`src/rtl/core_completion_monitor.sv`:
```
// core_completion_monitor
//   Run controller and finish detector for a multi-core top level. Each core
//   gets an independent IDLE -> RUN -> DRAIN -> DONE tracker: RUN counts edges
//   since start until the core's PC hits its halt address, DRAIN waits for the
//   pipeline to empty, DONE holds the result until the next start or reset.
//
//   Optional watchdog: define CORE_MONITOR_TIMEOUT_EN to stop a core that has
//   not halted after TIMEOUT_CYCLES run edges. Without it core_timeout is 0.
//
// Ports
//   clock         in   system clock, rising edge
//   reset         in   asynchronous active-low reset
//   start         in   1-cycle pulse, (re)starts a run on every core
//   PC            in   per-core PC, core i at [i*ADDRESS_BITS +: ADDRESS_BITS]
//   halt_address  in   per-core finish PC, same packing
//   core_done     out  core i halted and drain elapsed (or timed out)
//   core_timeout  out  core i stopped by the watchdog
//   run_cycles    out  latched run length, core i at [i*CYCLE_BITS +: CYCLE_BITS]
//   all_done      out  every core done
//   busy          out  some core in RUN or DRAIN

module core_completion_monitor_core #(
  parameter int ADDRESS_BITS   = 32,
  parameter int CYCLE_BITS     = 32,
  parameter int DRAIN_CYCLES   = 50,
  parameter int TIMEOUT_CYCLES = 4096
) (
  input  logic                    i_clk,
  input  logic                    i_rst_n,
  input  logic                    i_start,
  input  logic [ADDRESS_BITS-1:0] i_pc,
  input  logic [ADDRESS_BITS-1:0] i_halt,
  output logic                    o_done,
  output logic                    o_tmo,
  output logic [CYCLE_BITS-1:0]   o_cycles,
  output logic                    o_active
);
  localparam int DW = (DRAIN_CYCLES > 1) ? $clog2(DRAIN_CYCLES) : 1;
`ifdef CORE_MONITOR_TIMEOUT_EN
  localparam bit TMO_EN = 1'b1;
`else
  // Watchdog compare is constant-false, so the timeout path folds away.
  localparam bit TMO_EN = 1'b0;
`endif

  typedef enum logic [1:0] {S_IDLE, S_RUN, S_DRAIN, S_DONE} state_t;

  state_t                r_state;
  logic [CYCLE_BITS-1:0] r_cnt;
  logic [DW-1:0]         r_dcnt;
  logic                  r_done;
  logic                  r_tmo;
  logic [CYCLE_BITS-1:0] r_cycles;

  logic                  w_match;
  logic [CYCLE_BITS-1:0] w_cnt_sat;
  logic [CYCLE_BITS:0]   w_cnt_ext;
  logic                  w_tmo_hit;

  assign w_match   = (i_pc == i_halt);
  // Saturating increment: a core that never halts parks at all-ones, and a
  // late halt then reports all-ones rather than a wrapped small count.
  assign w_cnt_sat = (&r_cnt) ? r_cnt : r_cnt + CYCLE_BITS'(1);
  // One extra bit so the watchdog compare cannot alias through a wrap.
  assign w_cnt_ext = {1'b0, r_cnt} + (CYCLE_BITS+1)'(1);
  assign w_tmo_hit = TMO_EN && (w_cnt_ext == (CYCLE_BITS+1)'(TIMEOUT_CYCLES));

  always_ff @(posedge i_clk or negedge i_rst_n) begin
    if (!i_rst_n) begin
      r_state  <= S_IDLE;
      r_cnt    <= '0;
      r_dcnt   <= '0;
      r_done   <= 1'b0;
      r_tmo    <= 1'b0;
      r_cycles <= '0;
    end else if (i_start) begin
      // start overrides every state: restart from a clean slate
      r_state  <= S_RUN;
      r_cnt    <= '0;
      r_dcnt   <= '0;
      r_done   <= 1'b0;
      r_tmo    <= 1'b0;
      r_cycles <= '0;
    end else begin
      case (r_state)
        S_RUN: begin
          // halt match beats the watchdog on the same edge
          if (w_match) begin
            r_cycles <= w_cnt_sat;
            r_dcnt   <= '0;
            r_state  <= S_DRAIN;
          end else if (w_tmo_hit) begin
            r_cycles <= CYCLE_BITS'(TIMEOUT_CYCLES);
            r_done   <= 1'b1;
            r_tmo    <= 1'b1;
            r_state  <= S_DONE;
          end else begin
            r_cnt <= w_cnt_sat;
          end
        end
        S_DRAIN: begin
          // PC is a committed self-loop here, so it is not watched
          if (r_dcnt == DW'(DRAIN_CYCLES - 1)) begin
            r_done  <= 1'b1;
            r_state <= S_DONE;
          end else begin
            r_dcnt <= r_dcnt + DW'(1);
          end
        end
        default: ;
      endcase
    end
  end

  assign o_done   = r_done;
  assign o_tmo    = r_tmo;
  assign o_cycles = r_cycles;
  assign o_active = (r_state == S_RUN) || (r_state == S_DRAIN);
endmodule

module core_completion_monitor #(
  parameter int NUM_CORES      = 2,
  parameter int ADDRESS_BITS   = 32,
  parameter int CYCLE_BITS     = 32,
  parameter int DRAIN_CYCLES   = 50,
  parameter int TIMEOUT_CYCLES = 4096
) (
  input  logic                              clock,
  input  logic                              reset,
  input  logic                              start,
  input  logic [NUM_CORES*ADDRESS_BITS-1:0] PC,
  input  logic [NUM_CORES*ADDRESS_BITS-1:0] halt_address,
  output logic [NUM_CORES-1:0]              core_done,
  output logic [NUM_CORES-1:0]              core_timeout,
  output logic [NUM_CORES*CYCLE_BITS-1:0]   run_cycles,
  output logic                              all_done,
  output logic                              busy
);
  logic [NUM_CORES-1:0] w_active;

  for (genvar gi = 0; gi < NUM_CORES; gi++) begin : g_core
    core_completion_monitor_core #(
      .ADDRESS_BITS  (ADDRESS_BITS),
      .CYCLE_BITS    (CYCLE_BITS),
      .DRAIN_CYCLES  (DRAIN_CYCLES),
      .TIMEOUT_CYCLES(TIMEOUT_CYCLES)
    ) u_core (
      .i_clk   (clock),
      .i_rst_n (reset),
      .i_start (start),
      .i_pc    (PC[gi*ADDRESS_BITS +: ADDRESS_BITS]),
      .i_halt  (halt_address[gi*ADDRESS_BITS +: ADDRESS_BITS]),
      .o_done  (core_done[gi]),
      .o_tmo   (core_timeout[gi]),
      .o_cycles(run_cycles[gi*CYCLE_BITS +: CYCLE_BITS]),
      .o_active(w_active[gi])
    );
  end

  assign all_done = &core_done;
  assign busy     = |w_active;
endmodule
```
`config.mk`:
```
export PLATFORM = sky130hd
export DESIGN_NAME = core_completion_monitor
export DESIGN_NICKNAME = d
export VERILOG_FILES = /design/src/rtl/core_completion_monitor.sv
export SDC_FILE = /design/constraint.sdc
export NUM_CORES = 1
export LEC_CHECK = 0
export CAP_MARGIN = 5
export CORE_ASPECT_RATIO = 1.1
export CORE_MARGIN = 1
export CORE_UTILIZATION = 65
export CTS_CLUSTER_SIZE = 20
export DETAILED_ROUTE_END_ITERATION = 16
export DONT_BUFFER_PORTS = 1
export HOLD_SLACK_MARGIN = 0.06
export PLACE_DENSITY = 0.81
export SYNTH_ARGS = -nofsm -noshare
export SYNTH_HDL_FRONTEND = slang
export SYNTH_HIERARCHICAL = 1
export SYNTH_SLANG_ARGS = --single-unit
```
`constraint.sdc`:
```
create_clock -name clock -period 3.52 [get_ports clock]
set_clock_uncertainty 0.2 [all_clocks]
set_input_delay 0.704 -clock clock [delete_from_list [all_inputs] [get_ports clock]]
set_output_delay 0.704 -clock clock [all_outputs]
set_load 0.01 [all_outputs]
```
==> metrics.yaml <==
gp_congestion: 0.854
slew_headroom: 0.523
synth-seq-cells: 146
synth.top_cell.area_share: 0.412
multiInputGateArea_um2: 4920
postRouteAntennaNets: 0
portBuffers: 0
wl_um: 19500
cts_tree: "yes"
outcome: "complete, but fails checks"
design_area_um2: 9510
violations: "hold timing"
cap_violations: 0
syn2layout_area_growth_pct: 7.36
crit_fanout: 9
synth_warnings: 6
num_rows: 44
netlist_instances: 959
synth_cell_types: 73
grt_max_degree: 147
wl_per_cell_um: 17.3
power.leakage_nw: 3.66
start_util: 0.668
viasPerCell: 6.41
synthTopCellsByArea: "dfrtp_1 41%, xor2_1 10%, a211oi_1 4.5%, nor2_1 3.5%, a21oi_1 3.5%"
synthMostInstantiatedCell: "dfrtp_1"
finish.utilization: 0.717
post_cts_buffers: 0
min_path_type: "input port to asynchronous set/reset pin"
ys_async_sr_fraction: 1.00
insertedDiodeCount: 0
cts.sinks: 146
drv_slew: 0
drive_gt1_frac: 0.0755
nNetsFinal: 1070
cp.required_ps: 3660
critPathCaptureType: "flop"
cts-resized-gates: 0
nFillCells: 991
start_kind: "flop"
fin_ws_ps: 771
pre_cts_ws_ps: 588
fin_total_pwr_mw: 3.58
clock_path_buffers: 2
ys.flop_type: "dfrtp_1"
hold_viol: 146
groute.usage.overall: 0.289
grt_pass1_vias: 7119
die_h_um: 124
placed_cell_area_um2: 8970
vias: 7208
worst-setup-path-type: "flop to flop"
synthesis.area_um2: 8860
drt_iter0_drc: 511
report.final.setup_viol: 0
period_share: 0.781
synth_top_cell_by_area: "dfrtp_1"
antenna_found_initial: 0
period_needed_ps: 2750
die_x_um: 113
powerDensity_nw_per_um2: 377
r2r.worst_path.cells: 7
clk_latency_ps: 430
cts_root_buffer: "clkbuf_16"
cp_data_arrival_time_ps: 2890
vdd_drop_max_uv: 341
synthTopCellsByCount: "146 x dfrtp_1, 104 x xor2_1, 83 x nor2_1, 62 x a21oi_1, 56 x nand2_1"
drc_errors: 0
numCtsBuffers: 17
first_pass_iters: 5
tightestPinTransition_ps: 712
path_clk_slew_ps: 60
grt_pass1_wl_um: 33000
register_area_um2: 3650
io_pins: 201
seq_area_frac_synth: 0.412
cts_max_level: 4
core-area_um2: 13300
fin_setup_tns_ps: 0
place_hpwl_um: 13100
dieArea_um2: 14100
avgSynthCellArea_um2: 9.24
rsz0062_at_grt: "false"
synth_edf_count: 0
clock.fmax_ghz: 0.364
synth_nets: 1100
overflow: 0
holdWs_ps: -223
worst paths after layout:
path	from	to	slack (ps)
min in group clock	start	g_core[0].u_core/r_cnt[19]	140
min reg2reg	g_core[0].u_core/r_dcnt[5]	g_core[0].u_core/r_dcnt[5]	290
max reg2reg	g_core[1].u_core/r_cnt[0]	g_core[1].u_core/o_cycles[6]	770
max	g_core[1].u_core/r_cnt[0]	g_core[1].u_core/o_cycles[6]	770
min	reset	g_core[0].u_core/o_cycles[12]	-220
max in group asynchronous	reset	g_core[1].u_core/r_cnt[1]	3180
through the flow:
stage          std cells  hold WS [ps]
2_1_floorplan        959           208
3_3_place_gp        1094           212
3_5_place_dp        1094           211
4_1_cts             1125          -243
5_1_grt             1125          -242
6_report            1125          -223
critical path, cell delays in order (launching register included):
cell and delay, ps:
dfrtp_1 470, ha_1 340, nand3_1 150, or3_1 400, o31ai_2 600, nor2_1 110
xnor2_1 170, a211oi_1 230
layer usage:
metal,track usage,wire [um],vias up
met4,0.123,432,0
met3,0.0642,955,37
met1,0.353,8110,3487
li1,-,-,3447
met2,0.490,10000,237
met5,0,0,-
placed cells by master (no fill, tap or decap), types with 15 or more instances in the layout:
master and instances:
a211oi_1 53, a21oi_1 62, and3_1 15, clkbuf_16 17, dfrtp_1 146, inv_1 17, nand2_1 56, nand3_1 32
nand4_1 21, nor2_1 83, nor4_1 22, o21ai_0 44, o31ai_1 16, or3_1 42, or4_1 18, xnor2_1 16
xor2_1 104
registers in the layout (all words and copies together), names as in the netlist:
name	count
g_core.u_core/o_cycles	64
g_core.u_core/r_cnt	64
g_core.u_core/r_dcnt	12
g_core.u_core/r_state	4
g_core.u_core/o_done	2
logic make-up after synthesis:
logic type / share of synthesized area
buf+inv: 0.0359
simple gates: 0.237
compound gates: 0.168
fa+ha+maj: 0.0141
xor+xnor: 0.119
other cells: 0.000848
flops: 0.412
mux: 0.0129
power by group:
group	switching, mW	internal (mW)	total [mW]
logic	0.120	0.0822	0.202
clock network	0.664	1.01	1.67
registers	0.0175	1.69	1.71
area by class of cell:
type                            count  share of cell area
Timing Repair Buffer                6              0.0100
Inverter                           17             0.00671
Clock buffer                       27              0.0550
Multi-Input combinational cell    741               0.518
Clock inverter                      4             0.00237
Sequential cell                   146               0.384
Tap cell                          184              0.0242
Power figures use the tool's default switching activity.
